[src/rtl/fpu_mul_round_dp.sv]
// fpu_mul_round_dp
//   Back half of the binary64 multiplier. It takes the raw 106-bit mantissa
//   product, the biased exponent sum and the sign. It normalises the product,
//   rounds it (RNE or RTZ), detects overflow and underflow, and packs the
//   result and the exception flags.
//   The block is a two-stage pipeline with valid/ready on both sides and runs
//   at full throughput.
// Ports
//   clk, reset          clock, async active-high reset
//   in_valid/in_ready   upstream handshake
//   in_sign, in_exp     product sign, two's-complement eA+eB-1023
//   in_prod             {1,mA}*{1,mB}, 106 bits
//   in_class            0 normal, 1 zero, 2 inf, 3 NaN
//   in_invalid          upstream invalid-op, forwarded to flags[3]
//   rm                  0 RNE, 1 RTZ (sampled with in_valid)
//   out_valid/out_ready downstream handshake
//   result              packed binary64
//   flags               {invalid, overflow, underflow, inexact}
module fpu_mul_round_dp #(
  parameter int WIDTH = 64,
  parameter int EXP_W = 13
) (
  input  logic             clk,
  input  logic             reset,
  input  logic             in_valid,
  output logic             in_ready,
  input  logic             in_sign,
  input  logic [EXP_W-1:0] in_exp,
  input  logic [105:0]     in_prod,
  input  logic [1:0]       in_class,
  input  logic             in_invalid,
  input  logic             rm,
  output logic             out_valid,
  input  logic             out_ready,
  output logic [WIDTH-1:0] result,
  output logic [3:0]       flags
);

  localparam logic [1:0] CLS_NORM = 2'd0;
  localparam logic [1:0] CLS_ZERO = 2'd1;
  localparam logic [1:0] CLS_INF  = 2'd2;

  // Handshake: a stage may load when it is empty or its contents move on.
  logic s1_valid;
  logic s2_load, s1_load;

  assign s2_load  = !out_valid || out_ready;
  assign s1_load  = !s1_valid || s2_load;
  assign in_ready = s1_load;

  // ---------------- stage 1: normalise ----------------
  logic [51:0]      n_frac;
  logic             n_g, n_s;
  logic [EXP_W-1:0] n_exp;

  always_comb begin
    if (in_prod[105]) begin
      n_frac = in_prod[104:53];
      n_g    = in_prod[52];
      n_s    = |in_prod[51:0];
    end else begin
      n_frac = in_prod[103:52];
      n_g    = in_prod[51];
      n_s    = |in_prod[50:0];
    end
    n_exp = in_exp + {{(EXP_W-1){1'b0}}, in_prod[105]};
  end

  logic                    s1_sign, s1_g, s1_s, s1_inv, s1_rm;
  logic [51:0]             s1_frac;
  logic signed [EXP_W-1:0] s1_exp;
  logic [1:0]              s1_class;

  always_ff @(posedge clk or posedge reset) begin
    if (reset) begin
      s1_valid <= 1'b0;
      s1_sign  <= 1'b0;
      s1_frac  <= '0;
      s1_g     <= 1'b0;
      s1_s     <= 1'b0;
      s1_exp   <= '0;
      s1_class <= '0;
      s1_inv   <= 1'b0;
      s1_rm    <= 1'b0;
    end else if (s1_load) begin
      s1_valid <= in_valid;
      if (in_valid) begin
        s1_sign  <= in_sign;
        s1_frac  <= n_frac;
        s1_g     <= n_g;
        s1_s     <= n_s;
        s1_exp   <= n_exp;
        s1_class <= in_class;
        s1_inv   <= in_invalid;
        s1_rm    <= rm;
      end
    end
  end

  // ---------------- stage 2: round / pack ----------------
  logic                  inc;
  logic [52:0]           sum;
  logic signed [EXP_W:0] e_r;   // one extra bit so the rounding carry cannot wrap
  logic [WIDTH-1:0]      p_res;
  logic [3:0]            p_flg;

  always_comb begin
    inc   = !s1_rm && s1_g && (s1_s || s1_frac[0]);
    sum   = {1'b0, s1_frac} + {52'd0, inc};
    // A carry out leaves sum[51:0] at zero, so the fraction needs no extra fixup.
    e_r   = {s1_exp[EXP_W-1], s1_exp} + {{EXP_W{1'b0}}, sum[52]};
    p_res = '0;
    p_flg = {s1_inv, 3'b000};
    case (s1_class)
      CLS_NORM: begin
        if (e_r >= 14'sd2047) begin
          p_flg[2] = 1'b1;
          p_flg[0] = 1'b1;
          p_res    = s1_rm ? {s1_sign, 11'h7FE, {52{1'b1}}} : {s1_sign, 11'h7FF, 52'd0};
        end else if (e_r <= 14'sd0) begin
          // No subnormal output: anything below the normal range flushes to zero.
          p_flg[1] = 1'b1;
          p_flg[0] = 1'b1;
          p_res    = {s1_sign, 63'd0};
        end else begin
          p_flg[0] = s1_g || s1_s;
          p_res    = {s1_sign, e_r[10:0], sum[51:0]};
        end
      end
      CLS_ZERO: p_res = {s1_sign, 63'd0};
      CLS_INF:  p_res = {s1_sign, 11'h7FF, 52'd0};
      default:  p_res = 64'h7FF8_0000_0000_0000;
    endcase
  end

  always_ff @(posedge clk or posedge reset) begin
    if (reset) begin
      out_valid <= 1'b0;
      result    <= '0;
      flags     <= '0;
    end else if (s2_load) begin
      out_valid <= s1_valid;
      if (s1_valid) begin
        result <= p_res;
        flags  <= p_flg;
      end
    end
  end

endmodule

[config.mk]
export PLATFORM = sky130hd
export DESIGN_NAME = fpu_mul_round_dp
export DESIGN_NICKNAME = d
export VERILOG_FILES = /design/src/rtl/fpu_mul_round_dp.sv
export SDC_FILE = /design/constraint.sdc
export NUM_CORES = 1
export LEC_CHECK = 0
export CAP_MARGIN = 20
export CORE_UTILIZATION = 40
export CTS_CLUSTER_DIAMETER = 100
export CTS_CLUSTER_SIZE = 24
export DETAILED_ROUTE_END_ITERATION = 7
export PLACE_DENSITY = 0.67
export RECOVER_POWER = 25
export SETUP_SLACK_MARGIN = 0.2
export SLEW_MARGIN = 0
export SYNTH_ARGS = -nofsm -noshare
export SYNTH_HDL_FRONTEND = slang
export SYNTH_SLANG_ARGS = --single-unit
[constraint.sdc]
create_clock -name clk -period 6 [get_ports clk]
set_clock_uncertainty 0.1 [all_clocks]
set_input_delay 0.9 -clock clk [delete_from_list [all_inputs] [get_ports clk]]
set_output_delay 0.9 -clock clk [all_outputs]
set_load 0.05 [all_outputs]
Word level (Yosys, flattened, before mapping). Index checks and enable logic that the tools add are counted.

Register bits after elaboration: 142. Input bits: 128. Output and inout port bits: 70.

$add $sub $neg: 3. Magnitude comparators: 2. Equal/unequal tests: 2. Multiplexer cells: 13. Reductions and logical operators: 14.

Operator list (number): case mux 64 bit (3 select lines) (1); 2-to-1 mux 63 bit (2); adder 52 x 1 -> 53 bit (1); 2-to-1 mux 53 bit (1); 2-to-1 mux 52 bit (1); OR reduction 52 bit (1); OR reduction 51 bit (1); adder 13 x 2 -> 14 bit (1); >= comparator 14 x 12 -> 1 bit, second input constant (1); <= comparator 14 x 1 -> 1 bit, second input constant (1); adder 13 x 1 -> 13 bit (1); 2-to-1 mux 1 bit (7); logical OR 1 bit (4); AND reduction 2 bit (2); logical NOT 1 bit (3); 2-to-1 mux 3 bit (1); == test 2 x 1 -> 1 bit, second input constant (1); == test 2 bit, second input constant (1); logical AND 1 bit (2); logical NOT 2 bit (1).

Longest topological paths before layout. Gate-level depths: netlist of the first run.

Depth in word-level cells: 9. Mapped depth: 20. Mapped depth without buffers: 16.

Least setup slack after synthesis of the first run. Ideal clock, no wire load.

Path kind: register -> register. From: reg s1_rm. To: reg result[2]. Setup time: 121 ps. Arrival: 4182 ps. Required time: 5779 ps. Slack: 1597 ps. Cell stages (with the launch flop): 20. Path buffers: 4. Period minus slack after synthesis: 4403 ps. Path through: dfrtp_1 clkbuf_1 nor3b_1 ha_1 ha_1 and3_1 and2_1 clkbuf_1 nand4_1 nor4_1 ha_1 ha_1 and3_1 clkbuf_1 nand4_1 a2111oi_1 a41oi_1 o211a_4 buf_2 a22o_1.

Word-level cells in the longest chain between the ends: 9. Elaborated cells between the ends (all ways): 11. Those cells by class: add/sub: 2; order compare: 2; mux: 4; reduce/logical: 3.

Ends and longest elaborated chain: start, declared (line 69) `logic s1_sign, s1_g, s1_s, s1_inv, s1_rm;`; start signal, assigned (line 95) `s1_rm <= rm;`; logical NOT 1 bit (line 108) `inc = !s1_rm && s1_g && (s1_s || s1_frac[0]);`; logical AND 1 bit (2 in a row) (line 108); adder 52 x 1 -> 53 bit (line 109) `sum = {1'b0, s1_frac} + {52'd0, inc};`; adder 13 x 2 -> 14 bit (line 111) `e_r = {s1_exp[EXP_W-1], s1_exp} + {{EXP_W{1'b0}}, sum[52]};`; <= comparator 14 x 1 -> 1 bit (line 120) `end else if (e_r <= 14'sd0) begin`; 2-to-1 mux 63 bit (line 120); 2-to-1 mux 63 bit (*) (line 116) `if (e_r >= 14'sd2047) begin`; case mux 64 bit (3 select lines) (*) (line 114) `case (s1_class)`; end signal, assigned (line 144) `result <= p_res;`; end, declared (line 35) `output logic [WIDTH-1:0] result,`.

Mark *: on every way between the ends. The rest lies on a longest branch, timed or not. A chain may end at the register's enable or synchronous reset.

Worst setup path after layout of the first run.
From: reg s1_rm. To: reg result[5].

The elaborated chain is that of the path after synthesis.

==> flow_metrics.tcl, run 1 <==
set metrics [dict create \
    status "finished with violations" \
    violations "capacitance limit, slew limit" \
    cp-start-kind "register" \
    powerDensity_nw_per_um2 320 \
    overflow 0 \
    die_w_um 143 \
    syn_to_final_growth_pct 35.4 \
    crit_arrival_ns 5.20 \
    first_global_vias 6606 \
    max_stage_delay_ns 0.55 \
    layout.cells.non_filler 1296 \
    cts_root_buf "clkbuf_16" \
    die_area_sq_um 20400 \
    hold_path.class "register to register" \
    power_uw 3440 \
    critPathSlowestCell "a2111oi_1" \
    num_rows 51 \
    clk_pin_slew_ns 0.06 \
    ctsHtreeMaxLevel 4 \
    worstSetupPathType "register to register" \
    synthCells 856 \
    yosysSeqAreaShare 0.448 \
    path_common_cell "ha_1" \
    synth_nets 994 \
    hold_viol 0 \
    holdWs_ns 0.378 \
    critPathMaxFanout 41 \
    hold_end "flags[3]" \
    cts_buffers 17 \
    start_util 0.408 \
    drc_errors 0 \
    tns_ns 0 \
    core_region_area_sq_um 19500 \
    path_buf_inv 0 \
    synth_async_sr_flop_share 1.00 \
    peakVddDrop_v 0.000185 \
    crit_cells 15 \
    fin_crit_ns 4.99 \
    cts-hold-fix-buffers 0 \
    synth_cell_types 55 \
    syn_area_sq_um 7940 \
    drive_gt1_frac 0.0640 \
    drtPass1Iterations 7 \
    cts_setup_buffers 0 \
    fp.dieH_um 143 \
    required_ns 6.21 \
    r2r_slack_ns 1.01 \
    worst_r2r_path_depth 15 \
    drv_slew 98 \
    grt_antenna_before_repair 0 \
    min-delay-start "flags[3]" \
    fin_crit_sh 0.831 \
    r2r_end "result[5]" \
    yosysWarnings 0 \
    clock_latency_ns 0.43 \
    r2r-start "s1_rm" \
    portBuffers 197 \
    cts_sinks 142 \
    ant_nets 0 \
    ys_ff_latch 142 \
    fillers 1782 \
    synth_edf_count 0 \
    wirelength_um 21400 \
    yosysTopAreaCell "dfrtp_1" \
    grt_usage 0.219 \
    worstSetupStartpoint "s1_rm" \
    via_count 6973 \
    placedCellCount 1264 \
    postSynthAreaPerCell_sq_um 9.27 \
    synthFlopType "dfrtp_1" \
    finalSetupViolCount 0 \
    clockBufferDepth 2 \
    post-dp-hpwl_um 15500 \
    pre_cts_ws_ns 1.06 \
    cts_tree "built" \
    worst_slack_ns 1.01 \
    ys_top_cells_by_count "dfrtp_1, nand2_1, o21ai_0" \
    max_freq_ghz 0.200 \
    whs_path_depth 2 \
    diodes 0 \
    maxCapViolations 1 \
    grt_pass1_wl_um 34500 \
    cp-end-kind "register" \
    slew_headroom -1.41 \
    grt_max_degree 98 \
    rsz0062_at_grt "false" \
    tightest_slew_ns 3.61 \
    p_leak_uw 0.00446 \
    wire_per_inst_um 16.5 \
    cts_resized 0 \
    synth_area_leaders "dfrtp_1, mux2i_1, nand2_1" \
    via_per_inst 5.38 \
    yosysTopAreaCellShare 0.448 \
    cp_top_family "simple AND/OR/NAND/NOR gates" \
    io-pin-count 198 \
    path_cells "nor3b_1, ha_1, ha_1, and3_1, and2_1, nand4_1, nor4_1, ha_1, ha_1, and3_1, nand4_1, a2111oi_1, a41oi_1, o211a_4, a22o_1" \
    gp_congestion 0.882 \
    drt-initial-drc-count 444 \
    nNetsFinal 1156 \
    synth.most_common_cell "dfrtp_1" \
]
[tightest hold or removal path: stages (launching register included)]
cell and delay [ns]:
dfrtp_1 0.34, nand2_1 0.05, nand2_1 0.05
[report_power, final]
part / internal (uW) / switching, uW / total [uW]
Sequential: 1100 / 161 / 1260
Combinational: 356 / 527 / 883
Clock: 879 / 421 / 1300
[worst max-delay path by stage]
stage | endpoint | slack (ns)
finish | result[5] | 1.01
global route | result[0] | 0.57
CTS | result[5] | 1.02
detailed placement | result[6] | 1.06
global placement | result[23] | 1.25
floorplan | flags[0] | 1.19
[metrics by stage]
stage / utilization / instance area, sq um
2_1_floorplan: - / 7940
3_3_place_gp: 0.515 / 10000
3_5_place_dp: 0.515 / 10000
4_1_cts: 0.552 / 10800
5_1_grt: 0.552 / 10700
6_report: 0.552 / 10700
[layout by cell type, fill, tap and decap left out, drive strengths merged, types with 17 or more instances in the layout]
cell type,instances
nand3,37
nor2,23
xnor2,28
mux2i,53
dfrtp,142
a22o,41
clkbuf,19
clkdlybuf4s50,194
nor4,29
nand2,140
nand4,23
o21ai,102
or3,17
[layer usage]
layer | share of wire | vias to the layer above | global-route usage
met3 | 0.047 | 18 | 0.0355
met4 | 0.012 | 0 | 0.0662
met5 | 0 | - | 0
li1 | - | 3460 | -
met1 | 0.46 | 3293 | 0.299
met2 | 0.48 | 202 | 0.358
[state kept, by name (all words and copies together) (netlist names), 2 cells and up]
register / cells
s1_exp: 13
s1_frac: 52
s1_class: 2
result: 64
flags: 4
[layout make-up]
type                    instances  area, sq um  share of cell area
multi-input cells             640         4070               0.379
flip-flops and latches        142         3550               0.331
repair buffers                203         2010               0.187
clock buffers                  19          443              0.0412
well taps                     265          332              0.0308
clock inverters                13          283              0.0263
inverters                      14         52.6             0.00489
[cells by family after synthesis]
family          share of synthesized area
flops                               0.448
compound gates                      0.166
mux                                0.0768
xor+xnor                           0.0485
buf+inv                            0.0407
fa+ha+maj                          0.0158
simple gates                        0.205
Note: power is estimated with default switching activity, not from simulation.
==> inputs of run 2 (changes only) <==
- PLACE_DENSITY: 0.67 -> 0.7
- clock period: 6 -> 4.1 ns (I/O delays scaled with it)
==> flow_metrics.tcl, run 2 (synthesis gave the netlist of run 1 again) <==
set metrics [dict create \
    ant_nets 0 \
    p_int_uw 3250 \
    start_util 0.408 \
    final_common_cell "clkdlybuf4s50_1" \
    first_global_vias 6882 \
    placedCellCount 1276 \
    pre_cts_ws_ns -0.0487 \
    finalSetupViolCount 0 \
    largest_reg_flops 64 \
    core_region_area_sq_um 19500 \
    grt_usage 0.227 \
    combPwrFrac 0.289 \
    critPathMaxFanout 6 \
    worstSetupStartpoint "s1_frac[0]" \
    cts_tree "built" \
    violations "capacitance limit, slew limit" \
    cts_root_buf "clkbuf_16" \
    regMostFlops "result" \
    layout_common_cells "clkdlybuf4s50_1, dfrtp_1, nand2_1, o21ai_0, mux2i_1" \
    cts-hold-fix-buffers 0 \
    maxCapViolations 1 \
    r2r_slack_ns 0.08 \
    layout.cells.non_filler 1334 \
    via_per_inst 5.42 \
    wirelength_um 22500 \
    max_freq_ghz 0.249 \
    peakVddDrop_v 0.000239 \
    max_stage_delay_ns 0.36 \
    final_area_sq_um 11300 \
    setup.worst_path.end "result[45]" \
    fin_crit_ns 4.02 \
    critPathSlowestCell "or3_4" \
    wire_per_inst_um 16.9 \
    p_switching_uw 1680 \
    drt-initial-drc-count 497 \
    seqPwrFrac 0.373 \
    syn_to_final_growth_pct 41.7 \
    powerDensity_nw_per_um2 437 \
    io-pin-count 198 \
    cts_sinks 142 \
    reg.largest.list "result x64, s1_frac x52, s1_exp x13" \
    path_cells "nor2_2, nor3b_2, ha_2, ha_4, and3_4, and2_4, nand4_1, nor4_2, ha_2, ha_4, nand3_2, or3_4, a2111oi_4, o211ai_1, buf_4, o211a_2, a22o_1" \
    clockBufferDepth 2 \
    status "finished with violations" \
    cts_buffers 17 \
    fin_crit_sh 0.980 \
    drtPass1Iterations 5 \
    worst_r2r_path_depth 17 \
    whs_path_depth 2 \
    overflow 0 \
    clk_pin_slew_ns 0.06 \
    ctsHtreeMaxLevel 4 \
    slew_headroom -0.273 \
    crit_arrival_ns 4.23 \
    placed_area_sq_um 10200 \
    num_rows 51 \
    hold_path.class "register to register" \
    r2r-start "s1_frac[0]" \
    cp-start-kind "register" \
    grt_pass1_wl_um 35500 \
    die_area_sq_um 20400 \
    diodes 0 \
    switching_share 0.340 \
    drv_slew 143 \
    hold_viol 0 \
    drc_errors 0 \
    nNetsFinal 1194 \
    grt_max_degree 143 \
    portBuffers 197 \
    fp.dieH_um 143 \
    tightest_slew_ns 1.91 \
    gp_congestion 0.881 \
    die_w_um 143 \
    post-dp-hpwl_um 15400 \
    grt_antenna_before_repair 0 \
    drive_gt1_frac 0.128 \
    cp-end-kind "register" \
    r2r_end "result[45]" \
    worst_slack_ns 0.0826 \
    clock_latency_ns 0.43 \
    rsz0062_at_grt "true" \
    required_ns 4.32 \
    pwr-share-clk 0.338 \
    worstSetupPathType "register to register" \
    p_leak_uw 0.00463 \
    via_count 7231 \
]
==> run 2: worst max-delay path: cells and delay by family (launching register included) <==
family                     cells  cell delay [ns]
and+or+nand+nor                8             1.29
adders and majority gates      4             0.77
AOI/OAI and AO/OA              4             1.15
DFF                            1             0.35
buffers and inverters          1             0.24
==> run 2: worst min path at each step <==
stage               start    endpoint  slack (ns)
2_1_floorplan      s1_inv    flags[3]        0.33
3_3_place_gp       s1_inv    flags[3]        0.35
3_5_place_dp       s1_inv    flags[3]        0.36
4_1_cts            s1_inv    flags[3]        0.37
5_1_grt        result[63]  result[63]        0.40
6_report           s1_inv    flags[3]        0.37
==> run 2: metal layers <==
metal	part of all wire	wire, um	global-route usage	vias to the layer above
met3	0.049	1110	0.0345	32
li1	-	-	-	3544
met4	0.017	374	0.0736	0
met5	0	0	0	-
met1	0.44	9960	0.302	3438
met2	0.49	11100	0.378	217
==> run 2: per-stage QoR <==
| stage | util | total power (uW) | hold WS, ns | setup TNS, ns |
|---|---|---|---|---|
| 6_report | 0.578 | 4920 | 0.368 | 0 |
| 5_1_grt | 0.578 | 5140 | 0.403 | -3.08 |
| 4_1_cts | 0.571 | 4900 | 0.375 | 0 |
| 3_5_place_dp | 0.526 | 3190 | 0.360 | -1.63 |
| 3_3_place_gp | 0.526 | 3170 | 0.349 | 0 |
| 2_1_floorplan | - | 2670 | 0.333 | 0 |
==> run 2: final cells by class <==
type / count / area [sq um]
clock buffers: 20 / 457
clock inverters: 12 / 180
fillers: 1679 / 8210
inverters: 14 / 56.3
multi-input cells: 647 / 4400
flip-flops and latches: 142 / 3550
well taps: 265 / 332
repair buffers: 234 / 2270
==> run 2: power groups by stage <==
stage / clock [uW] / sequential, uW / combinational, uW
after floorplan: 0 / 2130 / 539
after global placement: 0 / 1860 / 1310
after detailed placement: 0 / 1860 / 1330
after CTS: 1680 / 1840 / 1390
after global routing: 1750 / 1870 / 1530
final: 1660 / 1840 / 1420
==> run 2: timing repair <==
item,CTS,global route
endpoints found under the setup margin,60,65
buffers inserted,14,5
gates cloned,6,1
pin swaps,6,6
resized for setup,18,26
